**config.mk**
```make
export PLATFORM = sky130hd
export DESIGN_NAME = scrambler_par
export DESIGN_NICKNAME = d
export VERILOG_FILES = /design/src/rtl/scrambler_par.sv
export SDC_FILE = /design/constraint.sdc
export NUM_CORES = 1
export LEC_CHECK = 0
export BUFFER_PORTS_ARGS = -buffer_cell sky130_fd_sc_hd__buf_2
export CORE_ASPECT_RATIO = 1.75
export CORE_MARGIN = 1.5
export CORE_UTILIZATION = 25
export DETAILED_ROUTE_END_ITERATION = 7
export HOLD_SLACK_MARGIN = 0.08
export PLACE_DENSITY = 0.53
export REMOVE_ABC_BUFFERS = 1
export SYNTH_ARGS = -nofsm -noshare
export SYNTH_HDL_FRONTEND = slang
export SYNTH_SLANG_ARGS = --single-unit
```
**constraint.sdc**
```tcl
create_clock -name CLK_I -period 7.45 [get_ports CLK_I]
set_input_delay 0.745 -clock CLK_I [delete_from_list [all_inputs] [get_ports CLK_I]]
set_output_delay 0.745 -clock CLK_I [all_outputs]
set_load 0.01 [all_outputs]
```
**src/rtl/scrambler_par.sv**
```systemverilog
// ---------------------------------------------------------------------------
// scrambler_par
//
// Parallel-word LFSR scrambler/descrambler with a valid/ready stream
// interface. It processes DATA_W bits per accepted beat, LSB first, through
// a Fibonacci LFSR of length LFSR_W. The feedback bit is the XOR of every
// state bit q[i] for which TAPS[i]=1.
//
// The mode is selected at run time and sampled on each accepted beat:
//   00 additive, 01 multiplicative scramble,
//   10 multiplicative descramble, 11 bypass.
//
// Ports:
//   CLK_I        clock, rising edge
//   RST_N_I      asynchronous active-low reset
//   MODE_I       processing mode, sampled on an accepted beat
//   LOAD_I       load SEED_I into the LFSR this cycle
//   SEED_I       runtime seed
//   IN_VALID_I   input beat valid
//   IN_READY_O   block can accept a beat (combinational)
//   DATA_I       input word
//   OUT_VALID_O  output word valid
//   OUT_READY_I  downstream accepts the output word
//   DATA_O       processed word (registered)
//   STATE_O      current LFSR state (registered)
//   ZERO_LOCK_O  LFSR state is all-zero (registered alongside the state)
// ---------------------------------------------------------------------------
module scrambler_par #(
  parameter int                LFSR_W = 12,
  parameter logic [LFSR_W-1:0] TAPS   = 12'h409,
  parameter logic [LFSR_W-1:0] SEED   = 12'h14D,
  parameter int                DATA_W = 8
) (
  input  logic              CLK_I,
  input  logic              RST_N_I,
  input  logic [1:0]        MODE_I,
  input  logic              LOAD_I,
  input  logic [LFSR_W-1:0] SEED_I,
  input  logic              IN_VALID_I,
  output logic              IN_READY_O,
  input  logic [DATA_W-1:0] DATA_I,
  output logic              OUT_VALID_O,
  input  logic              OUT_READY_I,
  output logic [DATA_W-1:0] DATA_O,
  output logic [LFSR_W-1:0] STATE_O,
  output logic              ZERO_LOCK_O
);

  localparam logic [1:0] MODE_ADD  = 2'b00;
  localparam logic [1:0] MODE_MSCR = 2'b01;
  localparam logic [1:0] MODE_BYP  = 2'b11;

  logic [LFSR_W-1:0] state_q, state_d;
  logic [DATA_W-1:0] data_q, data_d;
  logic              out_valid_q, out_valid_d;
  logic              zero_lock_q, zero_lock_d;

  logic              accept;
  logic [LFSR_W-1:0] s_cur;
  logic [DATA_W-1:0] o_w;
  logic              fb_bit;
  logic              x_bit;

  // A held output word blocks the input only while downstream is stalled.
  assign IN_READY_O = !out_valid_q || OUT_READY_I;
  assign accept     = IN_VALID_I && IN_READY_O;

  // Unrolled per-bit recurrence. A load coincident with a beat seeds that
  // beat, so the start state is chosen before the bit loop runs.
  always_comb begin
    s_cur  = LOAD_I ? SEED_I : state_q;
    o_w    = DATA_I;
    fb_bit = 1'b0;
    x_bit  = 1'b0;
    if (MODE_I != MODE_BYP) begin
      for (int i = 0; i < DATA_W; i++) begin
        fb_bit = ^(s_cur & TAPS);
        o_w[i] = DATA_I[i] ^ fb_bit;
        // Additive runs free; the multiplicative modes shift in the
        // scrambled bit, which is what lets a descrambler self-synchronise.
        case (MODE_I)
          MODE_ADD:  x_bit = fb_bit;
          MODE_MSCR: x_bit = o_w[i];
          default:   x_bit = DATA_I[i];
        endcase
        s_cur = {x_bit, s_cur[LFSR_W-1:1]};
      end
    end
  end

  always_comb begin
    state_d     = state_q;
    data_d      = data_q;
    out_valid_d = out_valid_q;
    if (accept) begin
      state_d     = s_cur;
      data_d      = o_w;
      out_valid_d = 1'b1;
    end else begin
      // A load still lands during a stall; only the beat is held off.
      if (LOAD_I) begin
        state_d = SEED_I;
      end
      if (OUT_READY_I) begin
        out_valid_d = 1'b0;
      end
    end
    zero_lock_d = (state_d == '0);
  end

  always_ff @(posedge CLK_I or negedge RST_N_I) begin
    if (!RST_N_I) begin
      state_q     <= SEED;
      data_q      <= '0;
      out_valid_q <= 1'b0;
      zero_lock_q <= (SEED == '0);
    end else begin
      state_q     <= state_d;
      data_q      <= data_d;
      out_valid_q <= out_valid_d;
      zero_lock_q <= zero_lock_d;
    end
  end

  assign OUT_VALID_O = out_valid_q;
  assign DATA_O      = data_q;
  assign STATE_O     = state_q;
  assign ZERO_LOCK_O = zero_lock_q;

endmodule
```
==> results of run 1 <==
metal layers:
metal / global-route usage (%) / wire length [um]
met1: 14.2 / 2270
met2: 24.9 / 3220
met3: 1.69 / 206
met4: 7.21 / 193
met5: 0 / 0
layout by cell type (no fill, tap or decap), types with 3 or more instances in the layout:
cell       netlist  routed
or4_1            3       3
xnor2_1         17      17
clkbuf_16        0       3
dfstp_2          5       5
mux2i_1         16      16
mux2_2           4       4
buf_2            0      49
o31ai_1          4       4
dfrtp_1         17      17
o22ai_1          6       6
xor2_1          14      14
o21ai_0         12      12
xnor3_1          6       6
nor2_1           8       8
a21oi_1         13      13
inv_1            3       3
nand2_1         28      28
nand3_1          3       3
a22o_1           3       3
nor3_1           4       4
sequential cells by signal, indices dropped and copies added (netlist names):
| name | count |
|---|---|
| ZERO_LOCK_O | 1 |
| STATE_O | 12 |
| DATA_O | 8 |
| OUT_VALID_O | 1 |
critical path, cell delays in order:
cell and delay, ns:
buf_2 0.07, nand2b_4 0.12, nand2_2 0.31, a21oi_1 0.56, mux4_2 0.41, or4_1 0.54, or3_1 0.31, or4_1 0.44
nor4_2 0.15
final timing paths:
path | from | end | slack (ns) | cells past startpoint
max | OUT_READY_I | ZERO_LOCK_O | 3.96 | 9
min | RST_N_I | DATA_O[1] | 0.46 | 1
max reg2reg | OUT_VALID_O | ZERO_LOCK_O | 4.13 | 8
min reg2reg | DATA_O[3] | DATA_O[3] | 0.48 | 2
max in group asynchronous | RST_N_I | STATE_O[6] | 6.62 | 1
min in group CLK_I | DATA_O[3] | DATA_O[3] | 0.48 | 2
area by class of cell:
class                   instances  area (sq um)  share of cell area (%)
clock buffers                   3          75.1                    2.98
well taps                      92           115                    4.56
repair buffers                 49           245                    9.72
multi-input cells             182          1480                    58.7
clock inverters                 1          30.0                    1.19
flip-flops and latches         22           557                    22.1
inverters                       5          18.8                   0.744
logic make-up after synthesis:
kind of cell              count (synthesis)
and+or+nand+nor                          60
AOI/OAI and AO/OA                        55
DFF                                      22
muxes                                    26
xor gates and xnor gates                 41
buffers and inverters                    17
where the power goes:
part | total [mW] | leakage (nW) | switching, mW | internal, mW
Combinational | 0.414 | 0.819 | 0.213 | 0.201
Sequential | 0.179 | 0.257 | 0.0238 | 0.155
Clock | 0.158 | 0.0511 | 0.0514 | 0.107
==> results.yml, run 1 <==
status:
  outcome: "finished, final reports clean"
power:
  power.total_mw: 0.752
  max-vdd-ir-drop_v: 0.0000949
  p_leak_nw: 1.13
  power_density_nw_per_um2: 298
critical_path:
  required_ns: 7.62
  worstSetupPathType: "input pin to flop"
  critPathCaptureType: "flop"
  path_max_fanout: 27
  cp.arrival_ns: 3.66
  worstSetupStartpointType: "input pin"
final_layout:
  diodes: 0
  finish.utilization_pct: 30.5
  final_cell_count_no_fill: 354
  drive_gt1_share_pct: 30.9
  nets: 290
  final_area_sq_um: 2520
  areaGrowthSynthToFinish_pct: 18.5
  fillers: 880
placed_design:
  dpl_cell_area_sq_um: 2420
  pre_cts_slack_ns: 3.71
  place_inst: 350
  place_congestion: 0.803
  hpwl_mm: 4.63
  port_buffers: 49
global_routing:
  antenna_found_initial: 0
  overflow: 0
  track_usage_pct: 13.5
  grt_pass1_vias: 1836
  grt_max_degree: 29
  grt_pass1_wl_mm: 9.32
drt:
  drt_iter0_drc: 40
  wl_per_cell_um: 16.6
  totalWireLength_mm: 5.89
  viasPerCell: 5.05
  final_antenna_net_count: 0
  vias: 1786
  first_pass_iters: 4
  drc: 0
clock_network:
  cts_hold_buf: 0
  post-cts-setup-buffers: 0
  htree_levels: 1
  cts_tree: "done"
  cts_resized: 0
  cts_buffers: 3
  clkTransAtPathRegs_ns: 0.07
  clk_latency_ns: 0.27
  cts_root_buf: "clkbuf_16"
  cts.sinks: 22
  clock_path_buffers: 2
yosys:
  synth-edff-count: 0
  ys_ff_latch: 22
  synth.distinct_cells: 57
  synth_top_area_cell: "dfrtp_1"
  syn_area_sq_um: 2130
  synth_mux_area_share_pct: 14.8
  yosysMostFrequentCell: "nand2_1"
  async_flop_share_pct: 100
  ys_top_cells_by_area: "dfrtp_1 20%, mux2i_1 7.5%, xnor2_1 7.0%"
  yosys-top-cells-count: "28 x nand2_1, 17 x dfrtp_1, 17 x xnor2_1"
  yosys.area_share.simple_pct: 14.1
  synth_top_family_by_area: "XOR/XNOR gates"
  ys_warn_count: 0
  synth_fa_ha_area_share_pct: 0
  synthXorXnorAreaFrac_pct: 22.9
  synth_compound_area_share_pct: 17.8
  ys.flop_type: "dfrtp_1"
  post-synth-top-area-fraction_pct: 20.0
  syn_inst: 221
  syn_area_per_cell_sq_um: 9.63
  yosysSeqAreaShare_pct: 26.2
sta:
  finalClockSkew_ns: 0.00215
  slew-limit-headroom_pct: 59.9
  finalCriticalPeriod_ns: 3.49
  final-max-slew-violation-count: 0
  tightest_slew_ns: 0.602
  finalSetupViolations: 0
  hold_violations: 0
  max_freq_mhz: 287
  hold_ws_ns: 0.455
  tns_ns: 0
  timing.final.ws_setup_ns: 3.96
  rsz0062_at_grt: "no"
  period_share_pct: 46.8
floorplan:
  num_rows: 44
  core-area_sq_um: 8260
  dieArea_sq_um: 9100
  floorplan.initialDensity_pct: 25.8
  die_w_um: 72.7
  io_pins: 50
  die_y_um: 125
worst_hold_path:
  hp-class: "input pin to asynchronous set/reset pin"
flow_run:
  maxCapViolCount: 0
Power figures use the tool's default switching activity.
==> run 2: changes to the inputs <==
- PLACE_DENSITY: 0.53 -> 0.55
- clock period: 7.45 -> 3 ns (I/O delays scaled with it)
==> results.yml, run 2 (same netlist as run 1, synthesis figures left out) <==
final_layout:
  diodes: 0
  final_common_cell: "buf_2"
  drive_gt1_share_pct: 35.8
  areaGrowthSynthToFinish_pct: 25.9
  final_cell_mix: "49 x buf_2, 28 x nand2_1, 19 x buf_4"
  largest_reg_flops: 12
  nets: 310
  fillers: 862
power:
  max-vdd-ir-drop_v: 0.000234
  power_density_nw_per_um2: 721
  swShare_pct: 37.8
  clockPowerShare_pct: 20.5
  p_comb_share_pct: 56.5
  p_leak_nw: 1.22
  pwr-share-seq_pct: 23.0
  power.total_mw: 1.93
  netSwitchingPower_mw: 0.730
  p_int_mw: 1.20
clock_network:
  cts_tree: "done"
  cts.sinks: 22
  cts_buffers: 3
  clock_path_buffers: 2
  clk_latency_ns: 0.27
  clkTransAtPathRegs_ns: 0.07
  htree_levels: 1
  cts_root_buf: "clkbuf_16"
drt:
  wl_per_cell_um: 16.5
  totalWireLength_mm: 6.18
  viasPerCell: 5.06
  drt_iter0_drc: 61
  drc: 0
  vias: 1891
  first_pass_iters: 4
  final_antenna_net_count: 0
floorplan:
  core-area_sq_um: 8260
  die_y_um: 125
  num_rows: 44
  io_pins: 50
  dieArea_sq_um: 9100
  floorplan.initialDensity_pct: 25.8
  die_w_um: 72.7
sta:
  tightest_slew_ns: 0.573
  rsz0062_at_grt: "no"
  final-max-slew-violation-count: 0
  finalClockSkew_ns: 0.00382
  finalSetupViolations: 0
  hold_violations: 0
  finalCriticalPeriod_ns: 2.84
  slew-limit-headroom_pct: 61.8
  timing.final.ws_setup_ns: 0.161
  max_freq_mhz: 352
  period_share_pct: 94.6
  tns_ns: 0
critical_path:
  setup.worst_path.end: "ZERO_LOCK_O"
  ff2ff_path_depth: 8
  r2r_slack_ns: 0.16
  cp.arrival_ns: 2.98
  r2r-end: "ZERO_LOCK_O"
  critPathCaptureType: "flop"
  path_max_fanout: 3
  worstSetupPathType: "flop to flop"
  worstSetupStartpoint: "STATE_O[1]"
  slowest_delay_ns: 0.50
  reg2reg_from: "STATE_O[1]"
  cp_num_buf_inv: 0
  required_ns: 3.14
  crit_family: "simple AND/OR/NAND/NOR gates"
  crit_chain: "xnor3_1 > mux2_4 > xnor3_1 > or3_4 > o211a_2 > or4_1 > a31oi_2 > nor4_2"
  cp.depth: 8
  worstSetupStartpointType: "flop"
  path_common_cell: "xnor3_1"
  slowest_stage: "or4_1"
placed_design:
  hpwl_mm: 4.98
  port_buffers: 49
  place_congestion: 0.865
  pre_cts_slack_ns: -0.0236
worst_hold_path:
  hp-class: "input pin to flop"
global_routing:
  grt_pass1_wl_mm: 9.85
  grt_pass1_vias: 1932
  overflow: 0
  grt_max_degree: 27
  antenna_found_initial: 0
  track_usage_pct: 14.3
flow_run:
  maxCapViolCount: 0
status:
  outcome: "finished, final reports clean"
## run 2: cell types whose count changed in the layout (fill, tap and decap cells not counted), sizes merged
cell         delta
dlygate4sd3     +1
buf            +19
## run 2: through the flow
step                      util, %  std cells  instance area [sq um]  hold slack [ns]
final                        32.4        374                   2680            0.251
after global routing         32.4        374                   2680            0.261
after CTS                    32.4        374                   2680            0.247
after detailed placement     31.0        369                   2560            0.322
after global placement       31.0        369                   2560            0.329
after floorplan                 -        209                   2060          0.00441
## run 2: power by group through the flow
stage	registers [mW]	logic, mW	clock network [mW]
6_report	0.444	1.09	0.395
5_1_grt	0.457	1.20	0.409
4_1_cts	0.446	1.10	0.406
3_5_place_dp	0.451	1.09	0
3_3_place_gp	0.447	1.08	0
2_1_floorplan	0.479	0.729	0
## run 2: how the worst min path moves through the flow
stage	start	end	slack, ns	cells past startpoint
4_1_cts	IN_VALID_I	OUT_VALID_O	0.25	2
6_report	IN_VALID_I	OUT_VALID_O	0.25	2
3_5_place_dp	RST_N_I	DATA_O[3]	0.32	1
3_3_place_gp	RST_N_I	DATA_O[3]	0.33	1
2_1_floorplan	RST_N_I	DATA_O[0]	0.004	0
5_1_grt	IN_VALID_I	OUT_VALID_O	0.26	2
## run 2: cell type report
class / count / area [sq um] / share of cell area, %
inverters: 5 / 18.8 / 0.701
multi-input cells: 182 / 1490 / 55.4
clock buffers: 3 / 75.1 / 2.80
well taps: 92 / 115 / 4.30
repair buffers: 69 / 398 / 14.9
clock inverters: 1 / 30.0 / 1.12
flip-flops and latches: 22 / 557 / 20.8
## run 2: layer usage
| metal | up-vias | GRT usage (%) | part of all wire, % |
|---|---|---|---|
| li1 | 930 | - | - |
| met1 | 905 | 14.6 | 37 |
| met2 | 44 | 26.9 | 57 |
| met3 | 12 | 1.13 | 2.3 |
| met4 | 0 | 8.66 | 4.1 |
| met5 | - | 0 | 0 |
## run 2: what timing repair did
item                                    4_1_cts  5_1_grt
hold buffers                                  1        0
gates resized for setup                       1        0
endpoints found under the setup margin        1        1
setup buffers                                 0        0
hold endpoints to repair                     17        0
pin swaps                                     0        1
